## src/rtl/adc_conv_responder.sv

```systemverilog
// ADC emulator answering the adc_start / adc_ready / adc_value handshake with per-channel ramps.
// Optional build macro: ADC_EMU_NOISE_EN (adds LFSR dither on adc_value[1:0]).
module adc_conv_responder #(
  parameter int          SAMPLE_CYCLES = 4,
  parameter int          CONV_CYCLES   = 32,
  parameter logic [13:0] STEP          = 14'd16,
  parameter logic [13:0] CH_OFFSET     = 14'd1024,
  parameter int          NUM_CH        = 8
) (
  input  logic        adc_clk,
  input  logic        rst_n,
  input  logic        adc_start,
  input  logic [2:0]  adc_channel_ind,
  output logic        adc_ready,
  output logic [13:0] adc_value,
  output logic        adc_busy,
  output logic [3:0]  adc_counts,
  output logic        adc_overrun
);

  // Handshake: adc_start is a level sampled every cycle and is only accepted in
  // IDLE or DONE; adc_ready is a single-cycle pulse in DONE with adc_value valid
  // in that same cycle. Starts seen while busy are dropped and flagged sticky.
  typedef enum logic [1:0] {IDLE, SAMPLE, CONVERT, DONE} state_t;

  localparam logic [7:0] SAMPLE_LOAD = 8'(SAMPLE_CYCLES - 1);
  localparam logic [7:0] CONV_LOAD   = 8'(CONV_CYCLES - 1);

  state_t      state;
  state_t      state_nxt;
  logic [7:0]  cnt;
  logic [7:0]  cnt_nxt;
  logic [2:0]  ch;
  logic        accept;
  logic        enter_done;
  logic [13:0] ramp [NUM_CH];
  logic [13:0] result;
  logic [13:0] result_out;

  always_comb begin
    state_nxt  = state;
    cnt_nxt    = cnt;
    accept     = 1'b0;
    enter_done = 1'b0;
    unique case (state)
      IDLE: begin
        if (adc_start) begin
          accept    = 1'b1;
          state_nxt = SAMPLE;
          cnt_nxt   = SAMPLE_LOAD;
        end
      end
      SAMPLE: begin
        if (cnt == 8'd0) begin
          state_nxt = CONVERT;
          cnt_nxt   = CONV_LOAD;
        end else begin
          cnt_nxt = cnt - 8'd1;
        end
      end
      CONVERT: begin
        if (cnt == 8'd0) begin
          state_nxt  = DONE;
          enter_done = 1'b1;
        end else begin
          cnt_nxt = cnt - 8'd1;
        end
      end
      DONE: begin
        if (adc_start) begin
          accept    = 1'b1;
          state_nxt = SAMPLE;
          cnt_nxt   = SAMPLE_LOAD;
        end else begin
          state_nxt = IDLE;
        end
      end
      default: state_nxt = IDLE;
    endcase
  end

  // Channels beyond NUM_CH have no ramp and report full scale.
  always_comb begin
    result = 14'h3FFF;
    for (int i = 0; i < NUM_CH; i++) begin
      if (ch == 3'(i)) result = ramp[i] + 14'(i) * CH_OFFSET;
    end
  end

`ifdef ADC_EMU_NOISE_EN
  logic [15:0] lfsr;

  // Fibonacci LFSR, taps 16,14,13,11; only the reported value is dithered.
  always_ff @(posedge adc_clk) begin
    if (!rst_n) lfsr <= 16'hACE1;
    else        lfsr <= {lfsr[14:0], lfsr[15] ^ lfsr[13] ^ lfsr[12] ^ lfsr[10]};
  end

  assign result_out = {result[13:2], result[1:0] ^ lfsr[1:0]};
`else
  assign result_out = result;
`endif

  assign adc_ready = (state == DONE);
  assign adc_busy  = (state == SAMPLE) || (state == CONVERT);

  always_ff @(posedge adc_clk) begin
    if (!rst_n) begin
      state       <= IDLE;
      cnt         <= 8'd0;
      ch          <= 3'd0;
      adc_value   <= 14'd0;
      adc_counts  <= 4'd0;
      adc_overrun <= 1'b0;
      for (int i = 0; i < NUM_CH; i++) ramp[i] <= 14'd0;
    end else begin
      state <= state_nxt;
      cnt   <= cnt_nxt;
      if (accept) ch <= adc_channel_ind;
      if (enter_done) begin
        adc_value  <= result_out;
        adc_counts <= adc_counts + 4'd1;
        for (int i = 0; i < NUM_CH; i++) begin
          if (ch == 3'(i)) ramp[i] <= ramp[i] + STEP;
        end
      end
      if (adc_start && adc_busy) adc_overrun <= 1'b1;
    end
  end

endmodule

```

## config.mk

```make
export PLATFORM = sky130hd
export DESIGN_NAME = adc_conv_responder
export DESIGN_NICKNAME = d
export VERILOG_FILES = /design/src/rtl/adc_conv_responder.sv
export SDC_FILE = /design/constraint.sdc
export NUM_CORES = 1
export LEC_CHECK = 0
export BUFFER_PORTS_ARGS = -buffer_cell sky130_fd_sc_hd__buf_4
export CAP_MARGIN = 20
export CELL_PAD_IN_SITES_DETAIL_PLACEMENT = 1
export CELL_PAD_IN_SITES_GLOBAL_PLACEMENT = 2
export CORE_AREA = 2 2 127 129
export DETAILED_ROUTE_END_ITERATION = 10
export DIE_AREA = 0 0 129 131
export PLACE_DENSITY = 0.88
export REMOVE_ABC_BUFFERS = 1
export SYNTH_ARGS = -nofsm -noshare
export SYNTH_HDL_FRONTEND = slang
export SYNTH_SLANG_ARGS = --single-unit
```

## constraint.sdc

```tcl
create_clock -name adc_clk -period 3.76 [get_ports adc_clk]
set_input_delay 0.376 -clock adc_clk [delete_from_list [all_inputs] [get_ports adc_clk]]
set_output_delay 0.376 -clock adc_clk [all_outputs]
set_load 0.1 [all_outputs]
```

; Yosys cells after proc, flatten, opt, wreduce, memory -nomap -nowiden
; Memories as Yosys holds them, arrays and structs flattened.
; Cells that the tools add are included.
[classes]
n_eq_ne = 15
mux = 62
n_reduce_logical = 8
n_bitwise = 8
n_addsub = 17
[ops]
columns = cell, n
row1 = $mux 14, 16
row2 = $add 14x5->14 const B, 8
row3 = $add 14x13->14 const B, 4
row4 = $mux 1, 38
row5 = $add 14x12->14 const B, 2
row6 = $mux 8, 3
row7 = $pmux 8 s3, 1
row8 = $add 14x11->14 const B, 1
row9 = $eq 3x3->1 const B, 4
row10 = $logic_not 8->1, 1
row11 = $ne 2x2->1 const B, 4
row12 = $or 1x1->1, 8
row13 = $pmux 2 s4, 1
row14 = $sub 8x1->8 const B, 1
row15 = $eq 3x2->1 const B, 2
row16 = $mux 2, 3
row17 = $add 4x1->4 const B, 1
row18 = $eq 2x2->1 const B, 2
row19 = $eq 3x1->1 const B, 1
row20 = $logic_not 3->1, 1
row21 = $reduce_and 3->1, 1
row22 = $eq 2x1->1 const B, 1
row23 = $logic_not 2->1, 1
row24 = $ne 2x1->1 const B, 1
row25 = other kinds (4), 4
[totals]
word_cells = 117
out_inout_bits = 21
register_bits = 32
ramBits = 112
inputBits = 6
mem_count = 1
[mem_list]
columns = name, words, word_bits, read_ports, rd_ports_with_merged_regs, wr, line
row1 = ramp, 8, 14, 8, 0, 8, 36  ; logic [13:0] ramp [NUM_CH];

; Depth between registers and ports, before layout
; Gate-level depths: netlist of run 1.
[logic_depth]
depth_word = 9
depth_mapped = 8
depth_no_buf = 7

; Worst setup path before layout of run 1
; Ideal clock, no wire load.
[synth_timing]
path_kind = reg2reg
startpoint = reg cnt[0]
endpoint = mem ramp[0][10] (enable)
t_arrival_ps = 2440
setup_slack_ps = 913
stages_incl_launch_ff = 7
required_time_ps = 3353
path_cell_list = dfxtp_1 inv_1 ha_1 nor3b_2 nand3_4 clkbuf_1 o41ai_1
[synth_lines]
columns = item, line
row1 = start: declaration, 31  ; logic [7:0] cnt;
row2 = start signal: assignment, 118  ; cnt <= cnt_nxt;
row3 = end: declaration, 36

; Worst setup path after layout of run 1
[layout_timing]
startpoint = reg cnt[0]
endpoint = reg adc_value[12]
[layout_between]
elab_chain_len = 3
[layout_lines]
columns = item, line
row1 = $logic_not 8->1, 62  ; if (cnt == 8'd0) begin
row2 = $mux 1, 62
row3 = $mux 1, 45  ; unique case (state)
row4 = end signal: assignment, 121  ; adc_value <= result_out;
row5 = end: declaration, 15  ; output logic [13:0] adc_value,
; Every way passes these cells.
; A chain may end at the register's enable or synchronous reset.

==> results of run 1 <==
[worst max path at each step]
stage,start,endpoint,slack (ns),depth (start not counted)
after CTS,cnt[0]$_SDFFE_PN0P_,adc_value[12]$_SDFFE_PN0N_,1.32,7
after detailed placement,rst_n,ramp[1][22]$_SDFFCE_PN0P_,1.30,5
final,cnt[0]$_SDFFE_PN0P_,adc_value[12]$_SDFFE_PN0N_,1.32,7
after global routing,ch[1]$_SDFFE_PN0P_,adc_value[13]$_SDFFE_PN0N_,1.14,5
after global placement,rst_n,ramp[1][27]$_SDFFCE_PN0P_,1.42,5
after floorplan,adc_value[3]$_SDFFE_PN0N_,adc_value[3]$_SDFFE_PN0N_,0.41,1
[metal layers]
metal / share of wire / GRT usage
met5: 0 / 0
met4: 0.019 / 0.07161
met3: 0.033 / 0.03379
met2: 0.49 / 0.3284
met1: 0.46 / 0.2657
[synth_stat cells (3+ instances only)]
cell type / number
dfxtp_1: 29
nand2b_1: 4
nor3_1: 7
a21oi_1: 20
nor2_1: 101
buf_6: 3
buf_2: 7
and4_1: 3
a211oi_1: 4
xor2_1: 50
xnor2_1: 26
mux4_2: 12
and3_1: 16
edfxtp_1: 80
ha_1: 26
mux2i_1: 5
and2_1: 7
o21ai_0: 39
nand2_1: 42
nand3_1: 40
clkbuf_1: 12
a31oi_1: 6
or3_1: 6
buf_4: 4
nand4_1: 6
inv_1: 21
a221oi_1: 4
[area by class of cell]
cell class | instances | area [µm²] | share of cell area
well taps | 216 | 270.3 | 0.03884
multi-input cells | 453 | 3062 | 0.4400
clock buffers | 15 | 277.8 | 0.03992
clock inverters | 1 | 5.005 | 0.0007193
flip-flops and latches | 109 | 2983 | 0.4287
inverters | 22 | 82.58 | 0.01187
repair buffers | 37 | 277.8 | 0.03992
[where the power goes]
part	internal (W)	switching (W)	total, W
Clock	0.000504	0.000425	0.000929
Combinational	0.000430	0.000840	0.00127
Sequential	0.00142	0.000190	0.00161
[cell families (layout without fill, tap and decap cells)]
family                     after synthesis  after routing  share of synthesized area
and+or+nand+nor                        244            244                     0.1895
adders and majority gates               26             26                    0.05197
buffers and inverters                   49             75                    0.03678
xor gates and xnor gates                76             76                     0.1063
muxes                                   19             19                    0.05477
AOI/OAI and AO/OA                       88             88                    0.08415
DFF                                    109            109                     0.4765
[flip-flops by register name, indices dropped and copies added, names as in the netlist]
signal,count
adc_counts,4
adc_overrun,1
adc_value,11
ch,3
cnt,8
ramp,80
state,2
[metrics by stage]
stage	power (W)	utilization	setup WS [ns]	hold WS (ns)	instance area, µm²
2_1_floorplan	0.002555	-	0.4067	0.4976	6112
3_3_place_gp	0.002862	0.4280	1.424	0.4549	6675
3_5_place_dp	0.002912	0.4280	1.299	0.4847	6675
4_1_cts	0.003851	0.4461	1.321	0.2693	6958
5_1_grt	0.004014	0.4461	1.144	0.2905	6958
6_report	0.003814	0.4461	1.317	0.2823	6958
[worst min-delay path, cell delays in order]
cell     delay (ns)
buf_4          0.08
mux2i_1        0.06
nor2_1         0.08
==> flow_summary.yaml, run 1 <==
sta:
  min_period_ns: 2.443
  fin_skew_ns: 0.009242
  maxSlewHeadroom: 0.3086
  maxSlewViolCount: 0
  finalCritPeriodShare: 0.6497
  worst_pin_slew_ns: 1.036
  tns_ns: 0
  hold_viol: 0
  rsz0062_at_grt: "false"
  timing.fmax_mhz: 409.3
  report.final.setup_viol: 0
power_and_ir_drop:
  p_leak_nw: 2.530
  p_per_area_mw_per_mm2: 548.1
  ir_drop_v: 0.0003052
hold_path:
  hold_start: "adc_channel_ind[1]"
  hold_class: "in -> reg"
  hold_path_end: "ch[1]$_SDFFE_PN0P_"
  hold_depth: 3
logic_synthesis:
  synthArstFlopShare: 0
  yosys-top-cells-area: "edfxtp_1 (38%), dfxtp_1 (9.3%), xor2_1 (7.0%)"
  ys_ff_latch: 109
  synth-edff-count: 80
  syn_avg_cell_area_um2: 10.25
  synth_cell_types: 51
  synth.top_cell.area_share: 0.3838
  yosys_warnings: 0
  synth_area_leader_cell: "edfxtp_1"
  seq_area_frac_synth: 0.4765
  syn_area_mm2: 0.006260
  ys.flop_type: "edfxtp_1"
  synthCells: 611
floorplanning:
  rows: 46
  die_h_um: 131
  core_mm2: 0.01560
  dieArea_mm2: 0.01690
  io_pins: 27
  die_x_um: 129
  start_util: 0.4013
layout:
  layoutNonFillerInstCount: 853
  num_antenna_cells: 0
  mostFrequentLayoutCells: "nor2_1 (101), edfxtp_1 (80), xor2_1 (50), nand2_1 (42), nand3_1 (40)"
  nets: 664
  nFillCells: 1736
  syn_to_final_growth_pct: 11.15
  final_common_cell: "nor2_1"
  drive_gt1_frac: 0.1224
detailed_routing:
  remaining_drc_errors: 0
  dr.pass1.iters: 4
  vias: 4598
  avgRoutedWirePerCell_um: 18.61
  wl_mm: 15.87
  dr.first_iter.drc_count: 241
  vias_per_cell: 5.390
  antenna_left: 0
clock_tree:
  cts_tree: "done"
  cts-root-buf: "clkbuf_16"
  clock_latency_ns: 0.36
  clkSlewWorstSetupHoldPaths_ns: 0.07
  ctsResizeCount: 0
  postCtsSetupRepairBufs: 0
  cts_sinks: 109
  cts_htree_levels: 3
  cts_made_buffers: 9
  cts_buffer_depth: 2
  cts_hold_buf: 0
run_status:
  status: "finished, final reports clean"
place:
  dp_hpwl_mm: 11.75
  post-place-cells: 837
  routabilityCongestion: 0.8680
  portBuffers: 26
critical_path:
  required_ns: 4.00
  cp-end-kind: "register"
  rr_startpoint: "cnt[0]$_SDFFE_PN0P_"
  start_kind: "register"
  r2r_end: "adc_value[12]$_SDFFE_PN0N_"
  path_cells: "inv_1 -> ha_1 -> nor3b_2 -> and3_1 -> o21ai_0 -> nor3_1 -> a211oi_1"
  critical_path_buf_inv_count: 1
  rrSetupSlack_ns: 1.32
  r2r_cells: 7
  worstPathMaxFanout: 10
  critPathKind: "reg -> reg"
  path_delay_family: "simple AND/OR/NAND/NOR gates"
  worstPathArrival_ns: 2.68
  slowest_stage: "and3_1"
  max_stage_delay_ns: 0.49
grt:
  grt_start_max_net_pins: 35
  grt_overflow: 0
  track_usage: 0.1991
  grt_pass1_vias: 4762
  grt_pass1_wl_mm: 25.62
  grt_antenna_before_repair: 0
flow_run:
  maxCapViolations: 0
(Power assumes the default switching activity.)
==> run 2: changes to the inputs <==
Settings changed: ABC_AREA set to 1, CORE_AREA 2 2 127 129 to 2 2 133 135, DIE_AREA 0 0 129 131 to 0 0 135 137, PLACE_DENSITY 0.88 to 0.87.
Clock period 3.76 ns to 2.5 ns, I/O delays scaled along.
==> run 2 against run 1 <==
  * Sequential power up 48%
  * Critical endpoint is now cnt[7]$_SDFFE_PN0P_
  * Sequential share of layout area shrank 1.3 points
  * Die area increased by 9.4%
  * Largest power group unchanged
  * Critical path type unchanged
  * Clock skew is 0.0020 ns higher
  * Critical path depth rose by 2
  * Worst hold slack worse by 0.12 ns
==> flow_summary.yaml, run 2 <==
power_and_ir_drop:
  p_leak_nw: 2.863
  p_per_area_mw_per_mm2: 876.1
  ir_drop_v: 0.001156
clock_tree:
  cts_htree_levels: 3
  cts_made_buffers: 9
  postCtsSetupRepairBufs: 0
  clock_latency_ns: 0.37
  cts_hold_buf: 0
  cts-root-buf: "clkbuf_16"
  ctsResizeCount: 0
  clkSlewWorstSetupHoldPaths_ns: 0.08
  cts_sinks: 109
  cts_tree: "done"
  cts_buffer_depth: 2
sta:
  timing.fmax_mhz: 494.9
  rsz0062_at_grt: "false"
  maxSlewHeadroom: 0.6189
  finalCritPeriodShare: 0.8083
  hold_viol: 0
  hold_ws_ns: 0.1610
  worst_pin_slew_ns: 0.5665
  maxSlewViolCount: 0
  fin_ws_ns: 0.4793
  fin_skew_ns: 0.01125
  min_period_ns: 2.021
  report.final.setup_viol: 0
layout:
  largest_register: "ramp"
  layoutNonFillerInstCount: 1019
  nets: 821
  nFillCells: 2046
  drive_gt1_frac: 0.1108
  mostFrequentLayoutCells: "nand2_1 (119), nor2_1 (106), inv_1 (89), edfxtp_1 (80), a21oi_1 (64)"
  largest_register_ffs: 80
  reg_top3: "ramp x80, adc_value x11, cnt x8"
  num_antenna_cells: 0
  syn_to_final_growth_pct: 12.24
  final_common_cell: "nand2_1"
hold_path:
  hold_class: "in -> reg"
place:
  post-place-cells: 1003
  portBuffers: 26
  preCtsSetupSlack_ns: 0.4752
  dp_hpwl_mm: 12.63
  routabilityCongestion: 0.7907
detailed_routing:
  antenna_left: 0
  avgRoutedWirePerCell_um: 16.19
  dr.first_iter.drc_count: 251
  vias: 5223
  wl_mm: 16.50
  remaining_drc_errors: 0
  vias_per_cell: 5.126
  dr.pass1.iters: 4
grt:
  grt_pass1_wl_mm: 27.56
  grt_antenna_before_repair: 0
  grt_start_max_net_pins: 36
  grt_overflow: 0
  grt_pass1_vias: 5483
  track_usage: 0.1901
critical_path:
  critPathKind: "reg -> reg"
  worstPathMaxFanout: 8
  worstPathArrival_ns: 2.28
  start_kind: "register"
  cp-end-kind: "register"
  required_ns: 2.76
logic_synthesis:
  synth_area_leader_cell: "edfxtp_1"
  synth.top_cell.area_share: 0.3759
  synthArstFlopShare: 0
  yosys_warnings: 0
  yosys-top-cells-area: "edfxtp_1 (38%), dfxtp_1 (9.1%), nand2_1 (7.0%)"
  synthCells: 757
  seq_area_frac_synth: 0.4667
  synth_cell_types: 39
  yosys-top-cells-count: "nand2_1 (119), nor2_1 (106), inv_1 (89)"
  synth-edff-count: 80
  yosysMostFrequentCell: "nand2_1"
  syn_avg_cell_area_um2: 8.443
  ys.flop_type: "edfxtp_1"
  ys_ff_latch: 109
  syn_area_mm2: 0.006391
floorplanning:
  die_x_um: 135
  start_util: 0.3747
  die_h_um: 137
  core_mm2: 0.01706
  dieArea_mm2: 0.01850
  rows: 48
  io_pins: 27
run_status:
  status: "finished, final reports clean"
flow_run:
  maxCapViolations: 0
## run 2: cell count changes in the layout (fill, tap and decap cells not counted), moves of 9 or more
cell     previous run  this run
and3_1             16         0
a21oi_1            20        64
inv_1              21        89
o21ai_0            39        54
nor3_1              7        18
xor2_1             50        15
nand2_1            42       119
mux4_2             12         0
nor3b_1             1        15
nand4_1             6        15
xnor2_1            26         7
## run 2: where the power goes
| part | internal (W) | switching, W | total [W] |
|---|---|---|---|
| clock network | 0.000824 | 0.000725 | 0.00155 |
| registers | 0.00217 | 0.000217 | 0.00239 |
| logic | 0.000646 | 0.00170 | 0.00235 |
## run 2: critical path: stages (launching register included)
cell and delay (ns):
dfxtp_1 0.47, inv_1 0.13, ha_1 0.44, inv_1 0.09
nand2_1 0.13, nand2_4 0.10, nor3_1 0.31, nand3_1 0.12
nand3_1 0.09, nor2_1 0.04
## run 2: layer usage
metal,share of wire,wire length [µm],track usage
met5,0,0,0
met3,0.024,391,0.02741
met2,0.47,7833,0.3144
met1,0.47,7767,0.2462
met4,0.030,502,0.08912
## run 2: logic make-up (layout without fill, tap and decap cells)
logic type | Yosys count | after routing | share of synthesized area
xor gates and xnor gates | 22 | 22 | 0.03015
AOI/OAI and AO/OA | 148 | 148 | 0.1265
buffers and inverters | 117 | 154 | 0.07537
DFF | 109 | 109 | 0.4667
adders and majority gates | 26 | 26 | 0.05090
and+or+nand+nor | 335 | 335 | 0.2504
## run 2: layout make-up
| class | count | area, µm² | share of cell area |
|---|---|---|---|
| Multi-Input combinational cell | 531 | 2927 | 0.4080 |
| Tap cell | 225 | 281.5 | 0.03925 |
| Timing Repair Buffer | 39 | 292.8 | 0.04082 |
| Clock buffer | 10 | 239.0 | 0.03332 |
| Sequential cell | 109 | 2983 | 0.4158 |
| Inverter | 99 | 376.6 | 0.05250 |
| Clock inverter | 6 | 73.82 | 0.01029 |
## run 2: path summary, 6_finish.rpt
check	from	endpoint	slack, ns	cells past startpoint
max	state[0]$_SDFFE_PN0P_	cnt[7]$_SDFFE_PN0P_	0.48	9
min	adc_start	adc_overrun$_SDFFE_PN0P_	0.16	3
max reg2reg	state[0]$_SDFFE_PN0P_	cnt[7]$_SDFFE_PN0P_	0.48	9
min reg2reg	cnt[4]$_SDFFE_PN0P_	cnt[4]$_SDFFE_PN0P_	0.48	2
## run 2: per-stage QoR
| step | util | total power [W] | setup TNS (ns) | instance area (µm²) |
|---|---|---|---|---|
| after detailed placement | 0.4022 | 0.004794 | 0 | 6860 |
| after global routing | 0.4206 | 0.006650 | 0 | 7173 |
| after global placement | 0.4022 | 0.004701 | 0 | 6860 |
| after floorplan | - | 0.004116 | -3.120 | 6286 |
| after CTS | 0.4206 | 0.006354 | 0 | 7173 |
| final | 0.4206 | 0.006284 | 0 | 7173 |
